**config.mk**
```make
export PLATFORM = sky130hd
export DESIGN_NAME = wb_mem_arbiter
export DESIGN_NICKNAME = d
export VERILOG_FILES = /design/src/rtl/wb_mem_arbiter.sv
export SDC_FILE = /design/constraint.sdc
export NUM_CORES = 1
export LEC_CHECK = 0
export CAP_MARGIN = 25
export CORE_AREA = 2 2 100 102
export DETAILED_ROUTE_END_ITERATION = 8
export DIE_AREA = 0 0 102 104
export PLACE_DENSITY = 0.71
export SYNTH_ARGS = -nofsm -noshare
export SYNTH_HDL_FRONTEND = slang
export SYNTH_SLANG_ARGS = --single-unit
```
**constraint.sdc**
```tcl
create_clock -name i_clk -period 2.5 [get_ports i_clk]
set_input_delay 0.5 -clock i_clk [delete_from_list [all_inputs] [get_ports i_clk]]
set_output_delay 0.5 -clock i_clk [all_outputs]
set_load 0.005 [all_outputs]
```
**src/rtl/wb_mem_arbiter.sv**
```systemverilog
//------------------------------------------------------------------------------
// wb_mem_arbiter
//   Two-master / one-slave Wishbone arbiter sharing main memory between the
//   instruction-fetch port (M0) and the load/store port (M1). Round-robin
//   grant on ties, the owner holds the bus for as long as its cyc stays high,
//   and an ack watchdog aborts a hung transfer with a one-cycle error pulse.
//
// Ports
//   i_clk, i_rst            clock (rising edge), async active-high reset
//   i_mX_cyc/stb/we         master X Wishbone control (X = 0, 1)
//   i_mX_addr/data/sel      master X address, write data, byte selects
//   o_mX_ack/err/stall      master X ack, watchdog error pulse, stall
//   o_mX_data               read data to master X (slave data, broadcast)
//   o_s_cyc/stb/we          slave Wishbone control
//   o_s_addr/data/sel       slave address, write data, byte selects
//   i_s_ack/stall/data      slave ack, stall, read data
//   o_grant                 one-hot owner (bit0 = M0, bit1 = M1), 00 when idle
//   o_busy                  high whenever the arbiter is not idle
//------------------------------------------------------------------------------
`timescale 1ns/1ps
module wb_mem_arbiter #(
  parameter int ADDR_WIDTH = 10,
  parameter int TIMEOUT    = 16
) (
  input  logic                  i_clk,
  input  logic                  i_rst,
  input  logic                  i_m0_cyc,
  input  logic                  i_m0_stb,
  input  logic                  i_m0_we,
  input  logic [ADDR_WIDTH-1:0] i_m0_addr,
  input  logic [31:0]           i_m0_data,
  input  logic [3:0]            i_m0_sel,
  output logic                  o_m0_ack,
  output logic                  o_m0_err,
  output logic                  o_m0_stall,
  output logic [31:0]           o_m0_data,
  input  logic                  i_m1_cyc,
  input  logic                  i_m1_stb,
  input  logic                  i_m1_we,
  input  logic [ADDR_WIDTH-1:0] i_m1_addr,
  input  logic [31:0]           i_m1_data,
  input  logic [3:0]            i_m1_sel,
  output logic                  o_m1_ack,
  output logic                  o_m1_err,
  output logic                  o_m1_stall,
  output logic [31:0]           o_m1_data,
  output logic                  o_s_cyc,
  output logic                  o_s_stb,
  output logic                  o_s_we,
  output logic [ADDR_WIDTH-1:0] o_s_addr,
  output logic [31:0]           o_s_data,
  output logic [3:0]            o_s_sel,
  input  logic                  i_s_ack,
  input  logic                  i_s_stall,
  input  logic [31:0]           i_s_data,
  output logic [1:0]            o_grant,
  output logic                  o_busy
);

  typedef enum logic [1:0] {
    IDLE = 2'd0,
    BUSY = 2'd1,
    ERR  = 2'd2
  } state_t;

  localparam logic [7:0] WD_MAX = 8'(TIMEOUT);

  state_t                state, state_nxt;
  logic                  owner, owner_nxt;
  logic                  last_owner, last_owner_nxt;
  logic [7:0]            wd_cnt, wd_cnt_nxt;
  logic                  err_pulse, err_pulse_nxt;

  logic                  req0, req1;
  logic                  own_cyc, own_stb, own_we;
  logic [ADDR_WIDTH-1:0] own_addr;
  logic [31:0]           own_data;
  logic [3:0]            own_sel;

  assign req0 = i_m0_cyc & i_m0_stb;
  assign req1 = i_m1_cyc & i_m1_stb;

  // Owner's request, selected from the registered owner bit.
  assign own_cyc  = owner ? i_m1_cyc  : i_m0_cyc;
  assign own_stb  = owner ? i_m1_stb  : i_m0_stb;
  assign own_we   = owner ? i_m1_we   : i_m0_we;
  assign own_addr = owner ? i_m1_addr : i_m0_addr;
  assign own_data = owner ? i_m1_data : i_m0_data;
  assign own_sel  = owner ? i_m1_sel  : i_m0_sel;

  // Control state register
  always_ff @(posedge i_clk or posedge i_rst) begin
    if (i_rst) begin
      state      <= IDLE;
      owner      <= 1'b0;
      last_owner <= 1'b1;
      wd_cnt     <= 8'd0;
      err_pulse  <= 1'b0;
    end else begin
      state      <= state_nxt;
      owner      <= owner_nxt;
      last_owner <= last_owner_nxt;
      wd_cnt     <= wd_cnt_nxt;
      err_pulse  <= err_pulse_nxt;
    end
  end

  // Next-state logic
  always_comb begin
    state_nxt      = state;
    owner_nxt      = owner;
    last_owner_nxt = last_owner;
    wd_cnt_nxt     = wd_cnt;
    err_pulse_nxt  = 1'b0;
    case (state)
      IDLE: begin
        if (req0 | req1) begin
          // Tie goes to whoever did not own the bus last.
          owner_nxt  = (req0 & req1) ? ~last_owner : req1;
          state_nxt  = BUSY;
          wd_cnt_nxt = 8'd0;
        end
      end
      BUSY: begin
        if (!own_cyc) begin
          state_nxt      = IDLE;
          last_owner_nxt = owner;
          wd_cnt_nxt     = 8'd0;
        end else if (wd_cnt == WD_MAX && !i_s_ack) begin
          state_nxt     = ERR;
          err_pulse_nxt = 1'b1;
        end else if (own_stb && !i_s_ack) begin
          wd_cnt_nxt = (wd_cnt == WD_MAX) ? wd_cnt : wd_cnt + 8'd1;
        end else begin
          wd_cnt_nxt = 8'd0;
        end
      end
      ERR: begin
        if (!own_cyc) begin
          state_nxt      = IDLE;
          last_owner_nxt = owner;
          wd_cnt_nxt     = 8'd0;
        end
      end
      default: begin
        state_nxt = IDLE;
      end
    endcase
  end

  // Bus routing; slave ack is only forwarded while BUSY.
  always_comb begin
    o_s_cyc    = 1'b0;
    o_s_stb    = 1'b0;
    o_s_we     = 1'b0;
    o_s_addr   = '0;
    o_s_data   = '0;
    o_s_sel    = '0;
    o_m0_ack   = 1'b0;
    o_m1_ack   = 1'b0;
    o_m0_stall = i_m0_cyc;
    o_m1_stall = i_m1_cyc;
    o_grant    = 2'b00;
    case (state)
      BUSY: begin
        o_s_cyc  = own_cyc;
        o_s_stb  = own_stb;
        o_s_we   = own_we;
        o_s_addr = own_addr;
        o_s_data = own_data;
        o_s_sel  = own_sel;
        o_grant  = owner ? 2'b10 : 2'b01;
        if (owner) begin
          o_m1_ack   = i_s_ack;
          o_m1_stall = i_s_stall;
        end else begin
          o_m0_ack   = i_s_ack;
          o_m0_stall = i_s_stall;
        end
      end
      ERR: begin
        o_grant = owner ? 2'b10 : 2'b01;
        if (owner) begin
          o_m1_stall = 1'b1;
        end else begin
          o_m0_stall = 1'b1;
        end
      end
      default: begin
      end
    endcase
  end

  assign o_m0_err  = err_pulse & ~owner;
  assign o_m1_err  = err_pulse & owner;
  assign o_m0_data = i_s_data;
  assign o_m1_data = i_s_data;
  assign o_busy    = (state != IDLE);

endmodule

```
== Word-level counts from Yosys, hierarchy flattened ==
Cells that the tools add are included.

* $add $sub $neg: 1
* Equality and inequality tests: 8
* Mux-type cells: 40
* Bitwise operators: 9
* Reduce and logical (&&, ||, !) cells: 11

{| class="wikitable"
|+ Operator list
! kind !! count
|-
| 2-to-1 mux 32 bit || 2
|-
| 2-to-1 mux 8 bit || 6
|-
| case mux 8 bit (3 select lines) || 1
|-
| 2-to-1 mux 10 bit || 2
|-
| 2-to-1 mux 1 bit || 18
|-
| 2-to-1 mux 2 bit || 6
|-
| adder 8 x 1 -> 8 bit, second input constant || 1
|-
| equality test 8 x 5 -> 1 bit, second input constant || 1
|-
| 2-to-1 mux 4 bit || 2
|-
| != test 3 bit, second input constant || 2
|-
| case mux 2 bit (3 select lines) || 1
|-
| bitwise AND 1 bit || 5
|-
| AND reduction 5 bit || 1
|-
| != test 2 bit, second input constant || 2
|-
| != test 4 bit, second input constant || 1
|-
| case mux 1 bit (2 select lines) || 2
|-
| AND reduction 2 bit || 2
|-
| NOT 1 bit || 3
|-
| AND reduction 3 bit || 1
|-
| nonzero test 3 bit || 1
|-
| equality test 2 x 1 -> 1 bit, second input constant || 1
|-
| equality test 2 bit, second input constant || 1
|-
| logical AND 1 bit || 2
|-
| logical NOT 2 bit || 1
|-
| 4 further kinds || 4
|}

* Register bits: 13
* Bits of input ports: 134
* Output and inout bits: 122
* Logic and storage cells: 74

== Logic depth before layout (Yosys ltp) ==
Gate-level depths: netlist (run 1).

* Depth in word-level cells: 6
* Depth in mapped cells: 7
* Depth with buffers taken out: 6

== Least setup slack after synthesis (run 1) ==
Ideal clock, no wire load.

* Kind: flip-flop to flip-flop
* Start: register wd_cnt[0]
* End: register wd_cnt[3]
* Setup time: 0.122 ns
* Data arrival time: 2.052 ns
* Required time: 2.378 ns
* Slack: 0.326 ns
* Cell stages (with the launch flop): 8
* Buffers on the path: 1
* Period minus slack after synthesis: 2.174 ns
* Cells stage by stage: dfrtp_1 inv_1 ha_1 or4bb_1 or4b_1 buf_2 and2_4 a32o_1

* Word-level cells in the longest chain between the ends: 6
* Elaborated cells between the ends (all ways): 11
* Classes of those cells: add/sub (1); eq/ne (3); mux (5); reduce/logical (2)

{| class="wikitable"
|+ Ends and longest elaborated chain
! item !! line !! text
|-
| start: declaration || 71 || <nowiki>logic [7:0] wd_cnt, wd_cnt_nxt;</nowiki>
|-
| start signal: assignment || 103 || <nowiki>wd_cnt <= wd_cnt_nxt;</nowiki>
|-
| adder 8 x 1 -> 8 bit || 133 || <nowiki>wd_cnt_nxt = (wd_cnt == WD_MAX) ? wd_cnt : wd_cnt + 8'd1;</nowiki>
|-
| 2-to-1 mux 8 bit || 133 ||
|-
| 2-to-1 mux 8 bit || 132 || <nowiki>end else if (own_stb && !i_s_ack) begin</nowiki>
|-
| 2-to-1 mux 8 bit || 129 || <nowiki>end else if (wd_cnt == WD_MAX && !i_s_ack) begin</nowiki>
|-
| 2-to-1 mux 8 bit || 125 || <nowiki>if (!own_cyc) begin</nowiki>
|-
| case mux 8 bit (3 select lines) || 115 || <nowiki>case (state)</nowiki>
|}

Parallel ways exist; a longest one is shown, timed or not. The select of a mux whose other input is x is not followed.
A chain may end at the register's enable or synchronous reset.

== Final worst setup path (run 1) ==
* Start: register state[1]
* End: output o_m0_ack

* Word-level cells in the longest chain between the ends: 2

{| class="wikitable"
|+ Ends and longest elaborated chain
! item !! line !! text
|-
| start: declaration || 68 || <nowiki>state_t state, state_nxt;</nowiki>
|-
| start signal: assignment || 100 || <nowiki>state <= state_nxt;</nowiki>
|-
| equality test 2 x 1 -> 1 bit || 164 || <nowiki>case (state)</nowiki>
|-
| 2-to-1 mux 1 bit || 164 ||
|-
| end: declaration || 33 || <nowiki>output logic o_m0_ack,</nowiki>
|}

No other way between the ends.

==> results.md, run 1 <==
- The number of DRC violations after detailed routing is 0.
- After layout, the worst path uses between 90% and 100% of the clock period.
- Using the TritonRoute via totals, the vias-per-cell ratio works out to 4.327.
- The I/O pin total is between 200 and 300.
- The number of failing hold endpoints at the final stage is 0.
- The number of flops mapped to enable cells by yosys is 0.
- At the end of routability-driven placement, the weighted congestion stood at 0.7926.
- Across all layers, the routed design uses 2,142 vias.
- The type of the tightest min-delay check is reg2reg.
- The max-slew violation count is 0.
- The floorplan step defined a die boundary enclosing ~11,000 sq um.
- The effective utilization at floorplan is 22.79%.
- The first TritonRoute pass finished after 4 iterations.
- Measured along the x axis, the die boundary spans ~100 um.
- The number of distinct library cells after synthesis is 35.
- A synthesized cell averages ~8 sq um.
- The root buffer cell is clkbuf_8.
- The later pin in the worst-skew pair is clocked with a latency of around 240 ps.
- The first-pass GRT wire length is roughly 12,000 um.
- The library cell used most frequently in the layout, excluding fill and tap cells, is clkdlybuf4s50_1.
- For this run, the total global-route usage over all layers was measured as between 10% and 20%.
- The number of nets handed over by synthesis was just over 400.
- The primary flip-flop cell chosen by synthesis mapping is dfrtp_1.
- Data on the critical path is required at its endpoint by approximately 2000 ps.
- After detailed routing, the average wire length per cell comes to about 16 um.
- Summed over all layers, the routed wires come to between 8000 and 9000 um.
- The number of antenna violations at the first check in global routing was 0.
- In this run the number of H-tree levels came out at 1.
- The deepest clock path buffer count is 2.
- The post-synthesis sequential area ratio is around 15%.
- The via count of the first global-routing pass was ~2,100.
- The initialized floorplan defines 36 standard-cell rows.
- The post-layout minimum cycle time is 2408 ps.
- The clock net sink count is 13.
- Across the run, the number of max-cap violations was 0.
- Headroom to the max-slew limit came out at 67.53%.
- The number of clock buffers added by TritonCTS is 3.
- After the first detailed-routing iteration, the DRC count stood at between 40 and 50.
- In the final design database the tool counted about 500 nets.
- The critical setup path kind is reg2out.
- The maximum clock rate is a little over 0.4 GHz.
- For the pin with the worst max-slew slack, the measured transition is 486.4 ps.
- The worst setup path is launched from a register.
- The maximum number of pins on one net before global-route repair is 30.
- Once detail routing completed, the nets flagged for antenna violations numbered 0.
- The share of the synthesized area in the top cell type is 23.46%.
- Across the VDD grid, the largest voltage drop is around 0.57 mV.
- Cells fill 37.36% of the core in the end.
- The minimum setup slack after placement is ~18 ps.
- After global routing the overflow that remains totals 0.
- The area of the core region is 9549 sq um.
- For this run, the number of Yosys warnings is 0.
- The highest fanout seen on the critical path is 28.
- The worst path meets setup with slightly above 90 ps of slack.
- Once the clock tree was built, the setup fixing pass inserted 0 buffers.
- The post-synthesis instance area is ~2200 sq um.
- Clock-pin slew was measured on the worst setup and hold paths at 60 ps.
- The count of state elements after synthesis is 13.
- Yosys attributes the largest share of cell area to mux2i_1, buf_4, nor2b_1.
- In the layout the commonest cells are clkdlybuf4s50_1, mux2i_1, nor2b_1, inv_1, dfrtp_1.
- On the final layout, the worst hold slack is just over 500 ps.
- The analysis attributes to cell leakage a power of ~1.5 nW.
- TritonCTS built the clock tree.
- The number of buffers inserted by port buffering is about 160.
- The post-detailed-placement half-perimeter wirelength is just under 7000 um.
- Clock skew on the completed layout was measured at roughly 1.7 ps.
- The endpoint kind of the worst setup timing path is a primary output.
- The run finished with clean final reports.
- STA puts the critical path data arrival time at about 1900 ps.
- In this run the vertical extent of the chip is between 100 and 150 um.
- The number of endpoints failing setup at the final stage is 0.
- Setup repair after global routing left no endpoint under its margin.
- After synthesis, the share of flip-flops with an asynchronous set or reset is 100.0%.
- The number of cells produced by synthesis is around 270.
- The cell taking the most area after synthesis is mux2i_1.
- The layout overhead on the synthesized area is 63.94%.
- Dividing total power by cell area gives a power density of between 700 and 800 nW/um^2.
- Of the cells placed in the final design, the portion with a size suffix greater than 1 is under 10%.
- In the final timing run, aggregate negative setup slack is 0 ps.
- The number of diodes added for antenna fixing is 0.
==> per-stage QoR <==
step                instance area, sq um  power (mW)  instances
finish                              3567       2.843        495
global route                        3567       3.050        495
CTS                                 3547       2.870        495
detailed placement                  3501       2.666        491
global placement                    3501       2.647        491
floorplan                           2176       1.471        268
==> what timing repair did <==
| action | 4_1_cts | 5_1_grt |
|---|---|---|
| endpoints found under the setup margin | 0 | 29 |
| hold buffers | 0 | 0 |
| resized for setup | 0 | 7 |
==> cell usage after synthesis, drive strengths merged, types with 2 or more instances <==
master and count:
or4b 2, and3 4, ha 5, a32o 2
a21oi 4, mux2i 51, o21ai 10, clkbuf 6
dfrtp 12, o2bb2ai 4, nand2b 4, nand2 3
nor3 3, nor2 7, nor2b 49, inv 12
a22oi 2, buf 71, and2 2, nand3 3
o211ai 2
==> worst paths after layout <==
path / to / cells past startpoint / slack (ps) / from
worst max-delay path: o_m0_ack / 5 / 90 / state[1]$_DFFE_PP0P_
worst min-delay path: last_owner$_DFFE_PP1P_ / 2 / 510 / last_owner$_DFFE_PP1P_
worst max register to register: wd_cnt[5]$_DFFE_PP0P_ / 6 / 250 / wd_cnt[0]$_DFFE_PP0P_
worst min register to register: last_owner$_DFFE_PP1P_ / 2 / 510 / last_owner$_DFFE_PP1P_
max in group asynchronous: owner$_DFFE_PP0P_ / 2 / 1560 / i_rst
min in group asynchronous: err_pulse$_DFF_PP0_ / 2 / 580 / i_rst
==> state kept, by name (all words and copies together), names as in the netlist <==
signal / count
err_pulse: 1
last_owner: 1
owner: 1
state: 2
wd_cnt: 8
==> cells by family (layout without fill, tap and decap cells) <==
group | Yosys count | count (layout) | share of synthesized area [%]
mux | 52 | 52 | 23.98
simple gates | 81 | 81 | 22.66
fa+ha+maj | 5 | 5 | 2.875
compound gates | 28 | 28 | 8.970
buf+inv | 89 | 183 | 26.51
flops | 13 | 13 | 15.01
==> area by class of cell <==
class,instances,area [sq um]
Fill cell,974,5982
Timing Repair Buffer,167,1707
Multi-Input combinational cell,166,1275
Sequential cell,13,327.8
Tap cell,133,166.4
Inverter,12,45.04
Clock buffer,3,41.29
Clock inverter,1,5.005
==> layer usage <==
layer	track usage (%)	wire (um)	share of wire, %
met1	15.29	3103	38
met2	26.41	4128	51
met3	3.629	794	9.8
met4	2.571	106	1.3
met5	0	0	0
==> report_power, final <==
group | total (mW) | internal (mW) | switching (mW)
clock | 0.189 | 0.110 | 0.0787
sequential | 0.282 | 0.246 | 0.0358
combinational | 2.37 | 1.41 | 0.958
==> critical path, stage by stage (launching register included) <==
cell and delay, ps:
dfrtp_1 390, inv_1 80, ha_2 240, buf_12 170
and3_1 210, clkdlybuf4s50_1 570
No activity file was read; power rests on OpenSTA's default activity.
==> inputs of run 2 (changes only) <==
- CAP_MARGIN: 25 -> 5
- CTS_BUF_LIST: default -> sky130_fd_sc_hd__clkbuf_16
- GPL_TIMING_DRIVEN: default -> 0
==> results.md, run 2 (same netlist as run 1, synthesis figures left out) <==
- The critical setup path kind is reg2out.
- The cell count of the worst reg-to-reg path came to 7 (+1).
- The number of cell rows is 36 (unchanged).
- The critical-path cell with the highest stage delay is clkdlybuf4s50_1.
- TritonCTS built the clock tree.
- The number of buffers created by CTS is 3 (unchanged).
- In this run the critical register-to-register path is launched from wd_cnt[0]$_DFFE_PP0P_.
- The clock skew after layout is 1.537 ps (-0.1736 ps).
- The overall global routing resource usage is 17.11% (+3.2 points).
- The setup TNS after final layout is 0 ps (unchanged).
- The critical path goes through inv_1 > ha_2 > clkbuf_8 > buf_4 > nor2b_2 > clkdlybuf4s50_1.
- The number of vias in the routed layout is 2,635 (+23%).
- The clock net sink count came to 13 (unchanged).
- The post-route total power is 3.109 mW (+9.4%).
- The endpoint kind of the worst setup timing path is a primary output.
- The area of the core region was 9549 sq um (unchanged).
- The number of levels in the clock H-tree was 1 (unchanged).
- The deepest clock path buffer count came to 2 (unchanged).
- The number of placed instances, taps included is 624 (+27%).
- The number of endpoints failing setup at the final stage is 0 (unchanged).
- The via count of the first global-routing pass is 2,588 (+23%).
- The number of DRC violations after detailed routing came to 0 (unchanged).
- The worst hold path begins at last_owner$_DFFE_PP1P_.
- In the layout the commonest cells are clkdlybuf4s50_1, buf_4, mux2i_1, nor2b_1, dlymetal6s2s_1.
- The post-detailed-placement half-perimeter wirelength came to 8648 um (+26%).
- The number of flip-flops under the largest register name came to 8 (unchanged).
- The power density over cell area is 648.6 nW/um^2 (-19%).
- The final wirelength is 9897 um (+22%).
- The die height is 104 um (unchanged).
- The maximum clock rate came to 0.4151 GHz (about the same).
- The share of total power in sequential cells is 8.5% (-1.4 points).
- The detailed router's first-iteration violation count is 53 (+23%).
- The type of the tightest min-delay check is reg2reg.
- The worst register-to-register path ends at wd_cnt[5]$_DFFE_PP0P_.
- The post-layout utilization of the core was 50.20% (+13 points).
- The ratio of final minimum period to clock period is 96.36% (about the same).
- The number of failing hold endpoints at the final stage is 0 (unchanged).
- The tightest slew margin relative to the limit is 46.55% (-21 points).
- The number of diodes added for antenna fixing is 0 (unchanged).
- The number of antenna violations at the first check in global routing came to 0 (unchanged).
- The global placement routability congestion is 0.8424 (+6.3%).
- The first-pass GRT wire length is 14,460 um (+24%).
- The fraction of layout instances using a drive strength above 1 is 18.95% (+14 points).
- The max-slew violation count is 0 (unchanged).
- The worst hold path endpoint is last_owner$_DFFE_PP1P_.
- The slew at the pin with the worst max-slew slack is 790.6 ps (+304.1 ps).
- The internal power contribution is 1.986 mW (+12%).
- The effective utilization at floorplan is 22.79% (unchanged).
- The minimum setup slack after placement is -238.9 ps (-257.1 ps).
- The maximum number of pins on one net before global-route repair was 14 (-53%).
- The root buffer cell is clkbuf_16.
- Leaving out fill and tap cells, the most frequent cell in the layout is clkdlybuf4s50_1.
- The arrival time at the worst endpoint was 1910 ps (about the same).
- In the final layout, the registers with the most flip-flops are wd_cnt x8, state x2.
- The fraction of met1 tracks used by global routing is 19.26% (+4.0 points).
- The register with the most flip-flops is wd_cnt.
- The combinational cell fraction of total power is 82.2% (-1.2 points).
- The highest fanout seen on the critical path was 10 (-64%).
- The maximum ir drop on the vdd rail is 0.3245 mV (-43%).
- The layer carrying the most global-route usage is met2.
- STA classifies the critical path startpoint as a register.
- The number of buffers inserted by port buffering is 223 (+40%).
- The x dimension of the die is 102 um (unchanged).
- The setup slack of the worst register-to-register path is 190 ps (-60 ps).
- The die outline area is 10,610 sq um (unchanged).
- The clock input transition at the sequential cells of the worst setup and hold paths is 40 ps (-20 ps).
- The smallest setup slack after layout came to 90.94 ps (-1.247 ps).
- The number of cells traversed by the worst hold path is 2 (unchanged).
- The share of total power in the clock network was 9.3% (+2.7 points).
- The total grt overflow is 0 (unchanged).
- The total leakage power is 2.422 nW (+58%).
- The I/O pin total is 256 (unchanged).
- The timing startpoint of the critical path is state[1]$_DFFE_PP0P_.
- The switching share of power came to 36.11% (-1.6 points).
- The detail-routed via count per cell is 4.189 (-3.2%).
- The reported net switching power was 1.123 mW (+4.6%).
- The max capacitance violation total was 0 (unchanged).
- The later-pin clock latency in the skew report is 240 ps (about the same).
- The final antenna-violating net count is 0 (unchanged).
- The critical path required time was 2000 ps (about the same).
- From synthesis to final layout, the design area changed by 120.3%.
- The stage delay of the slowest cell on the critical path is 520 ps (-50 ps).
- The net total in the final layout was 636 (+27%).
- The final cell count without fillers is 629 (+27%).
- The post-layout minimum cycle time came to 2409 ps (+1.247 ps).
- The number of search-and-repair iterations in the first detailed-routing pass was 4 (unchanged).
- The flow ran to the end, and the final reports show no timing, DRC or antenna violations.
- The met2 layer usage reported by global route is 31.81% (+5.4 points).
- The routing usage on met3 is 3.562% (-0.067 points).
- The wire length per cell after detailed routing was 15.73 um (-4.2%).
[run 2: cell type report]
cell class,instances,area (sq um)
Fill cell,920,4756
Timing Repair Buffer,224,2301
Multi-Input combinational cell,166,1292
Buffer,77,583.1
Sequential cell,13,326.6
Tap cell,133,166.4
Clock buffer,3,75.07
Inverter,12,45.04
Clock inverter,1,3.754
[run 2: worst max-delay path: cells and delay by family (launching register included)]
kind                       cells  cell delay (ps)
buffers and inverters          4              930
adders and majority gates      1              200
DFF                            1              380
and+or+nand+nor                1              160
[run 2: power by group through the flow]
stage	sequential [mW]	clock, mW	combinational (mW)
floorplan	0.262	0	1.21
global placement	0.265	0	2.50
detailed placement	0.266	0	2.53
CTS	0.264	0.298	2.60
global route	0.270	0.309	2.75
finish	0.264	0.290	2.55
[run 2: through the flow]
stage | area, sq um | hold WS [ps]
6_report | 4793 | 511.2
5_1_grt | 4793 | 545.7
4_1_cts | 4695 | 507.9
3_3_place_gp | 4574 | 490.0
3_5_place_dp | 4574 | 500.5
2_1_floorplan | 2176 | 376.2
[run 2: per-layer routing]
layer	part of all wire (%)	vias to the layer above
met1	37	1215
met4	2.4	0
li1	-	1297
met2	53	107
met5	0	-
met3	8.4	16
[run 2: repair_timing]
action | in CTS | in global routing
buffers inserted | 0 | 1
hold buffers | 0 | 0
cloned | 0 | 0
resized for setup | 22 | 41
setup endpoints to repair | 55 | 56
[run 2: how the worst max path moves through the flow]
stage | to | slack (ps) | depth (start not counted)
after floorplan | wd_cnt[3]$_DFFE_PP0P_ | 330 | 7
after global placement | o_m1_stall | -210 | 7
after detailed placement | o_m1_stall | -240 | 7
after CTS | o_s_data[2] | 6 | 6
after global routing | o_s_addr[4] | -2 | 6
final | o_s_data[2] | 90 | 6
